$ cat src/rtl/uart_cmd_ctrl.sv
// Command sequencer between UART RX/TX, the register file and the ALU.
// Parses AA/BB/CC/DD frames, issues one-cycle strobes and returns result bytes over TX.
module uart_cmd_ctrl #(
    parameter int DATA_WIDTH    = 8,
    parameter int ADDR_WIDTH    = 4,
    parameter int ALU_FUN_WIDTH = 4
) (
    input  logic                      clk,
    input  logic                      rst,
    input  logic [DATA_WIDTH-1:0]     rx_p_data,
    input  logic                      rx_d_valid,
    input  logic                      rx_frame_err,
    output logic                      rf_wr_en,
    output logic                      rf_rd_en,
    output logic [ADDR_WIDTH-1:0]     rf_addr,
    output logic [DATA_WIDTH-1:0]     rf_wr_data,
    input  logic [DATA_WIDTH-1:0]     rf_rd_data,
    input  logic                      rf_rd_valid,
    output logic                      alu_en,
    output logic [ALU_FUN_WIDTH-1:0]  alu_fun,
    input  logic [2*DATA_WIDTH-1:0]   alu_out,
    input  logic                      alu_out_valid,
    output logic                      clk_gate_en,
    output logic [DATA_WIDTH-1:0]     tx_p_data,
    output logic                      tx_d_valid,
    input  logic                      tx_busy
);

    typedef enum logic [3:0] {
        IDLE, WR_ADDR, WR_DATA, RD_ADDR, RD_WAIT,
        ALU_A, ALU_B, ALU_FUN, ALU_WAIT, TX_LO, TX_HI
    } state_t;

    state_t                     r_state, w_state_next;
    logic                       r_rf_wr_en, w_rf_wr_en_next;
    logic                       r_rf_rd_en, w_rf_rd_en_next;
    logic [ADDR_WIDTH-1:0]      r_rf_addr, w_rf_addr_next;
    logic [DATA_WIDTH-1:0]      r_rf_wr_data, w_rf_wr_data_next;
    logic                       r_alu_en, w_alu_en_next;
    logic [ALU_FUN_WIDTH-1:0]   r_alu_fun, w_alu_fun_next;
    logic                       r_clk_gate_en, w_clk_gate_en_next;
    logic [DATA_WIDTH-1:0]      r_tx_p_data, w_tx_p_data_next;
    logic                       r_tx_d_valid, w_tx_d_valid_next;
    logic [2*DATA_WIDTH-1:0]    r_result, w_result_next;
    logic                       r_two_bytes, w_two_bytes_next;
    logic                       r_alu_go, w_alu_go_next;
    logic                       w_accept, w_abort;

    assign w_accept = rx_d_valid & ~rx_frame_err;
    assign w_abort  = rx_d_valid & rx_frame_err;

    always_ff @(posedge clk) begin
        if (rst) begin
            r_state       <= IDLE;
            r_rf_wr_en    <= 1'b0;
            r_rf_rd_en    <= 1'b0;
            r_rf_addr     <= '0;
            r_rf_wr_data  <= '0;
            r_alu_en      <= 1'b0;
            r_alu_fun     <= '0;
            r_clk_gate_en <= 1'b0;
            r_tx_p_data   <= '0;
            r_tx_d_valid  <= 1'b0;
            r_result      <= '0;
            r_two_bytes   <= 1'b0;
            r_alu_go      <= 1'b0;
        end else begin
            r_state       <= w_state_next;
            r_rf_wr_en    <= w_rf_wr_en_next;
            r_rf_rd_en    <= w_rf_rd_en_next;
            r_rf_addr     <= w_rf_addr_next;
            r_rf_wr_data  <= w_rf_wr_data_next;
            r_alu_en      <= w_alu_en_next;
            r_alu_fun     <= w_alu_fun_next;
            r_clk_gate_en <= w_clk_gate_en_next;
            r_tx_p_data   <= w_tx_p_data_next;
            r_tx_d_valid  <= w_tx_d_valid_next;
            r_result      <= w_result_next;
            r_two_bytes   <= w_two_bytes_next;
            r_alu_go      <= w_alu_go_next;
        end
    end

    always_comb begin
        w_state_next       = r_state;
        w_rf_wr_en_next    = 1'b0;
        w_rf_rd_en_next    = 1'b0;
        w_alu_en_next      = 1'b0;
        w_alu_go_next      = 1'b0;
        w_rf_addr_next     = r_rf_addr;
        w_rf_wr_data_next  = r_rf_wr_data;
        w_alu_fun_next     = r_alu_fun;
        w_clk_gate_en_next = r_clk_gate_en;
        w_tx_p_data_next   = r_tx_p_data;
        w_tx_d_valid_next  = r_tx_d_valid;
        w_result_next      = r_result;
        w_two_bytes_next   = r_two_bytes;
        case (r_state)
            IDLE: begin
                if (w_accept) begin
                    case (rx_p_data)
                        8'hAA:   w_state_next = WR_ADDR;
                        8'hBB:   w_state_next = RD_ADDR;
                        8'hCC:   w_state_next = ALU_A;
                        8'hDD:   w_state_next = ALU_FUN;
                        default: w_state_next = IDLE;
                    endcase
                end
            end
            WR_ADDR: begin
                if (w_abort) begin
                    w_state_next = IDLE;
                end else if (w_accept) begin
                    w_rf_addr_next = rx_p_data[ADDR_WIDTH-1:0];
                    w_state_next   = WR_DATA;
                end
            end
            WR_DATA: begin
                if (w_abort) begin
                    w_state_next = IDLE;
                end else if (w_accept) begin
                    w_rf_wr_en_next   = 1'b1;
                    w_rf_wr_data_next = rx_p_data;
                    w_state_next      = IDLE;
                end
            end
            RD_ADDR: begin
                if (w_abort) begin
                    w_state_next = IDLE;
                end else if (w_accept) begin
                    w_rf_rd_en_next = 1'b1;
                    w_rf_addr_next  = rx_p_data[ADDR_WIDTH-1:0];
                    w_state_next    = RD_WAIT;
                end
            end
            RD_WAIT: begin
                if (rf_rd_valid) begin
                    w_result_next    = {{DATA_WIDTH{1'b0}}, rf_rd_data};
                    w_two_bytes_next = 1'b0;
                    w_state_next     = TX_LO;
                end
            end
            ALU_A, ALU_B: begin
                if (w_abort) begin
                    w_state_next = IDLE;
                end else if (w_accept) begin
                    w_rf_wr_en_next   = 1'b1;
                    w_rf_wr_data_next = rx_p_data;
                    w_rf_addr_next    = (r_state == ALU_A) ? ADDR_WIDTH'(0) : ADDR_WIDTH'(1);
                    w_state_next      = (r_state == ALU_A) ? ALU_B : ALU_FUN;
                end
            end
            ALU_FUN: begin
                if (w_abort) begin
                    w_state_next = IDLE;
                end else if (w_accept) begin
                    // Gate opens first; alu_en follows one cycle later via r_alu_go.
                    w_clk_gate_en_next = 1'b1;
                    w_alu_fun_next     = rx_p_data[ALU_FUN_WIDTH-1:0];
                    w_alu_go_next      = 1'b1;
                    w_state_next       = ALU_WAIT;
                end
            end
            ALU_WAIT: begin
                if (r_alu_go) begin
                    w_alu_en_next = 1'b1;
                end else if (alu_out_valid) begin
                    w_result_next      = alu_out;
                    w_clk_gate_en_next = 1'b0;
                    w_two_bytes_next   = 1'b1;
                    w_state_next       = TX_LO;
                end
            end
            TX_LO, TX_HI: begin
                // Request held until busy is seen; the next byte re-waits for busy low.
                if (r_tx_d_valid) begin
                    if (tx_busy) begin
                        w_tx_d_valid_next = 1'b0;
                        w_state_next = (r_state == TX_LO && r_two_bytes) ? TX_HI : IDLE;
                    end
                end else if (!tx_busy) begin
                    w_tx_d_valid_next = 1'b1;
                    w_tx_p_data_next  = (r_state == TX_LO) ? r_result[DATA_WIDTH-1:0]
                                                           : r_result[2*DATA_WIDTH-1:DATA_WIDTH];
                end
            end
            default: w_state_next = IDLE;
        endcase
    end

    assign rf_wr_en    = r_rf_wr_en;
    assign rf_rd_en    = r_rf_rd_en;
    assign rf_addr     = r_rf_addr;
    assign rf_wr_data  = r_rf_wr_data;
    assign alu_en      = r_alu_en;
    assign alu_fun     = r_alu_fun;
    assign clk_gate_en = r_clk_gate_en;
    assign tx_p_data   = r_tx_p_data;
    assign tx_d_valid  = r_tx_d_valid;

endmodule

$ cat config.mk
export PLATFORM = sky130hd
export DESIGN_NAME = uart_cmd_ctrl
export DESIGN_NICKNAME = d
export VERILOG_FILES = /design/src/rtl/uart_cmd_ctrl.sv
export SDC_FILE = /design/constraint.sdc
export NUM_CORES = 1
export LEC_CHECK = 0
export CAP_MARGIN = 30
export CORE_MARGIN = 2
export CORE_UTILIZATION = 35
export CTS_BUF_LIST = sky130_fd_sc_hd__clkbuf_8
export DETAILED_ROUTE_END_ITERATION = 10
export MAX_ROUTING_LAYER = met4
export PLACE_DENSITY = 0.71
export RECOVER_POWER = 25
export SLEW_MARGIN = 20
export SYNTH_ARGS = -nofsm -noshare
export SYNTH_HDL_FRONTEND = slang
export SYNTH_SLANG_ARGS = --single-unit
$ cat constraint.sdc
create_clock -name clk -period 5.4 [get_ports clk]
set_input_delay 0.54 -clock clk [delete_from_list [all_inputs] [get_ports clk]]
set_output_delay 0.54 -clock clk [all_outputs]
set_load 0.005 [all_outputs]
Word level (Yosys, flattened, before mapping)
Cells that the tools add are included.
- eq/ne operators: 31
- muxes and demuxes: 44
- bitwise logic cells: 10
- reductions and logical operators: 20
- operators with widths (cell ; count):
    two-way mux 4 bit ; 21
    two-way mux 16 bit ; 3
    case mux 4 bit (9 select lines) ; 1
    == test 8 bit, second input constant ; 4
    case mux 16 bit (2 select lines) ; 1
    != test 2 bit, second input constant ; 11
    == test 4 x 3 -> 1 bit, second input constant ; 4
    != test 3 bit, second input constant ; 5
    OR reduction 2 bit ; 7
    two-way mux 1 bit ; 13
    == test 4 bit, second input constant ; 3
    case mux 3 bit (4 select lines) ; 1
    AND reduction 11 bit ; 1
    AND reduction 5 bit ; 2
    AND reduction 3 bit ; 3
    == test 4 x 2 -> 1 bit, second input constant ; 2
    two-way mux 8 bit ; 1
    inverter 1 bit ; 8
    case mux 4 bit (2 select lines) ; 1
    nonzero test 2 bit ; 3
    == test 4 x 1 -> 1 bit, second input constant ; 1
    logical NOT 4 bit ; 1
    case mux 1 bit (2 select lines) ; 2
    AND reduction 4 bit ; 1
    4 further kinds ; 5
- register bits: 51
- input bits: 39
- output and inout bits: 29
- logic and storage cells: 118

Depth between registers and ports, before layout
- depth after elaboration: 6
- gate-level depth with buffers: 7
- mapped depth without buffers: 4

Least setup slack after synthesis
Ideal clock, no wire load.
- kind: register to register
- start point: reg r_state[2]
- end point: reg r_state[1]
- library setup time: 121 ps
- data arrival time: 1566 ps
- data required time: 5279 ps
- path slack: 3713 ps
- stages on the path, launching flop included: 6
- buffers on the path: 1
- period minus slack after synthesis: 1687 ps
- path through: dfxtp_1 buf_2 nor2b_1 a32o_2 a211oi_4 mux2_4
- word-level cells in the longest chain between the ends: 6
- elaborated cells between the ends (all ways): 30
- classes of those cells: 21 x eq/ne; 4 x mux; 5 x reduce/logical
- RTL lines (element ; line ; source):
    start, declared ; 34 ; state_t r_state, w_state_next;
    start signal, assigned ; 68 ; r_state <= w_state_next;
    == test 4 bit ; 98, 179 ;
    logical AND 1 bit ; 179 ; w_state_next = (r_state == TX_LO && r_two_bytes) ? TX_HI : IDLE;
    two-way mux 4 bit ; 179 ;
    two-way mux 4 bit ; 177 ; if (tx_busy) begin
    two-way mux 4 bit ; 176 ; if (r_tx_d_valid) begin
    case mux 4 bit (9 select lines) ; 98 ; case (r_state)
Several ways; a longest one is shown, not always the timed one. The select of a mux whose other input is x is not followed.
A chain may end at the register's enable or synchronous reset.

Final worst setup path
- start point: reg r_state[3]
- end point: reg r_result[0]
- word-level cells in the longest chain between the ends: 3
- elaborated cells between the ends (all ways): 8
- classes of those cells: 5 x eq/ne; 1 x mux; 2 x reduce/logical
- RTL lines (element ; line ; source):
    == test 4 bit / == test 4 x 3 -> 1 bit (equally long branches) ; 98 ;
    != test 2 bit (no source line) / nonzero test 2 bit (equally long branches) ; n/a ;
    AND reduction 4 bit (no source line) ; n/a ;
    end signal, assigned ; 78 ; r_result <= w_result_next;
    end, declared ; 44 ; logic [2*DATA_WIDTH-1:0] r_result, w_result_next;
Several ways; a longest one is shown, not always the timed one.

==> metrics <==
largest stage delay on the critical path 0.98 ns; Detailed Route WL 5.66 mm; worst ir drop on vdd 103 uV; maximum number of buffers from clock root to sink 2; path class of the lowest-slack min-delay path reg -> reg; final number of setup-violating endpoints 0; clock edge transition at the registers on the reported setup and hold paths 0.09 ns; 1st-pass router iterations 4; fraction of layout instances using a drive strength above 1 0.0909; cell family with most CP delay simple AND/OR/NAND/NOR gates; number of H-tree levels 2; effective utilization at floorplan 0.356; data arrival time of the critical path 2.77 ns; area of the die 7960 um^2; library cells used by synthesis 50; post-cts gate resize count 0; # hold bufs at CTS 0; number of flops mapped to enable cells by yosys 0; relative contribution of sequential cells to total power 0.565; CORE AREA 7140 um^2; multi-input combinational cell area 1400 um^2; Worst Skew 0.00579 ns; pwr dens 199 nW/um^2; area added between synthesis and finish 31.7%; Yosys reg bits 51; count of antenna-violating nets left after detailed routing 0; Comb power frac 0.081; total vias in the final route 2062; leading register cell type out of synthesis dfxtp_1; share of synthesized area occupied by flip-flops and latches 0.402; leakage dissipation 0.00122 uW; number of CTS-inserted buffers 5; count of synthesis-stage warnings from yosys 0; sum of net half-perimeters after detailed placement 4.08 mm; antenna diode count 0; vias in the first global route 1884; met2 capacity usage during global routing 0.224; Slew Limit Fails 0; net switching fraction of the power 0.230; I/O Pins 68; DRC violation total after the first TritonRoute iteration 128; Total Nets Final 357; Routed WL per cell 13.5 um; gate count of the mapped netlist 258; Setup Fix Bufs, Post-CTS 0; busiest layer in global routing met2; mean number of vias per cell 4.93; TritonCTS clock tree done; die width 89.2 um; initial antenna violation count 0; Hold Vio Cnt, Final 0; final worst-path cycle share 0.484; all-layer global routing usage 0.149; Async SR Flop Fraction 0; pin count of the biggest net entering global routing 53; number of remaining DRC errors 0; WP buf/inv 1; max capacitance violation total 0; syn_area_per_cell 9.85 um^2; endpoint kind of the worst setup timing path flop; standard-cell row count 31; syn nets 297; crit path kind reg -> reg; RSZ-0062 raised after global routing false; vertical extent of the die 89.2 um; FF+latch area 1020 um^2; cell-by-cell listing of the critical path nor4b_1, buf_4, mux2i_1, a211oi_2; root buffer selected by CTS clkbuf_8; transition at the pin with the smallest max-transition slack 1.14 ns; insertion delay to the later sink of the worst-skew pair 0.31 ns; Synth Cell Area 2540 um^2; Internal Pwr Total 513 uW; worst max-slew margin expressed relative to the limit 0.232; critical path fanouts, max 18; met1 track demand over resource in global routing 0.204; post-layout minimum cycle time 2.61 ns; CP Data Required Time 5.56 ns; result of the run finished clean; Critical Path Start Type flop; maximum operating frequency 0.383 GHz; final total negative setup slack 0 ns; Net Sw Power 153 uW; worst hold slack after final layout 0.457 ns; number of I/O port buffers 67; wire length of the first global-routing pass 9.00 mm; portion of synthesized cell area occupied by the leading cell type 0.402; GRT overflow 0; portion of total power attributed to the clock network 0.354; global-route track usage on met3 0.0268; final weighted congestion of routability-driven global placement 0.796; Layout fillers 706; synth top area cells dfxtp_1, mux2i_1, nor2_1; cell with the largest stage delay on the worst path nor4b_1; most area-hungry cell type in the Yosys netlist dfxtp_1; clock sink count 51
==> final cells by class <==
type                            instances  share of cell area
Clock buffer                            6              0.0247
Clock inverter                          2             0.00486
Inverter                                2             0.00224
Multi-Input combinational cell        188               0.418
Sequential cell                        51               0.305
Tap cell                               99              0.0370
Timing Repair Buffer                   70               0.208
==> cell families (layout without fill, tap and decap cells) <==
group / after synthesis / after routing / synth area share
AOI/OAI and AO/OA: 45 / 45 / 0.149
xor gates and xnor gates: 4 / 4 / 0.0138
buffers and inverters: 19 / 80 / 0.0399
DFF: 51 / 51 / 0.402
muxes: 40 / 40 / 0.163
and+or+nand+nor: 99 / 99 / 0.232
==> metrics by stage <==
step	total power, uW	std cells	setup slack, ns	area [um^2]	utilization
after detailed placement	438	409	3.00	3250	0.456
after CTS	673	417	3.07	3350	0.470
final	666	418	2.79	3350	0.469
after global placement	438	408	2.96	3250	0.455
after floorplan	403	258	3.71	2540	-
after global routing	694	418	2.56	3350	0.469
==> flip-flops by register name, indices dropped and copies added, names as in the netlist <==
| name | flops |
|---|---|
| alu_en | 1 |
| alu_fun | 4 |
| clk_gate_en | 1 |
| r_alu_go | 1 |
| r_result | 16 |
| r_state | 4 |
| r_two_bytes | 1 |
| rf_addr | 4 |
| rf_rd_en | 1 |
| rf_wr_data | 8 |
| rf_wr_en | 1 |
| tx_d_valid | 1 |
| tx_p_data | 8 |
==> path summary, 6_finish.rpt <==
check              from          end  slack [ns]  depth (start not counted)
max reg2reg  r_state[3]  r_result[0]        2.79                          4
max          r_state[3]  r_result[0]        2.79                          4
min reg2reg  rf_addr[0]   rf_addr[0]        0.46                          2
min          rf_addr[0]   rf_addr[0]        0.46                          2
==> metal layers <==
layer | up-vias | share of wire
li1 | 1048 | -
met3 | 5 | 0.026
met5 | - | 0
met1 | 979 | 0.50
met2 | 30 | 0.46
met4 | 0 | 0.011
==> tightest hold or removal path, stage by stage, from the launching register on <==
cell and delay [ns]:
dfxtp_1 0.32, nand2_1 0.05, a21oi_1 0.05
==> power by group through the flow <==
stage	Clock [uW]	Sequential [uW]	Combinational (uW)
2_1_floorplan	0	385	18.2
3_3_place_gp	0	385	52.9
3_5_place_dp	0	385	52.8
4_1_cts	243	377	53.0
5_1_grt	259	377	57.7
6_report	236	376	54.0
==> Yosys cell counts (2+ instances only) <==
| master | number |
|---|---|
| a211oi_1 | 9 |
| a211oi_2 | 8 |
| a21oi_1 | 11 |
| a31oi_1 | 2 |
| and2_1 | 9 |
| and3b_1 | 4 |
| buf_2 | 9 |
| buf_6 | 2 |
| clkbuf_1 | 4 |
| dfxtp_1 | 51 |
| inv_1 | 2 |
| mux2_4 | 3 |
| mux2i_1 | 37 |
| nand2_1 | 9 |
| nand2b_1 | 4 |
| nand3_1 | 5 |
| nand3b_1 | 2 |
| nand4_1 | 3 |
| nor2_1 | 41 |
| nor2b_1 | 6 |
| nor4bb_1 | 4 |
| o21ai_0 | 3 |
| xnor2_1 | 3 |
==> cell usage in the layout (no fill, tap or decap), types with 3 or more instances in the layout <==
cell / instances
dfxtp_1: 51
clkdlybuf4s50_1: 49
nor2_1: 41
mux2i_1: 37
dlygate4sd3_1: 17
a21oi_1: 11
nand2_1: 9
a211oi_1: 9
and2_1: 9
a211oi_2: 8
nor2b_1: 6
clkbuf_8: 6
nand3_1: 5
nor4bb_1: 4
nand2b_1: 4
and3b_1: 4
xnor2_1: 3
mux2_4: 3
o21ai_0: 3
nand4_1: 3
(Power assumes the default switching activity.)
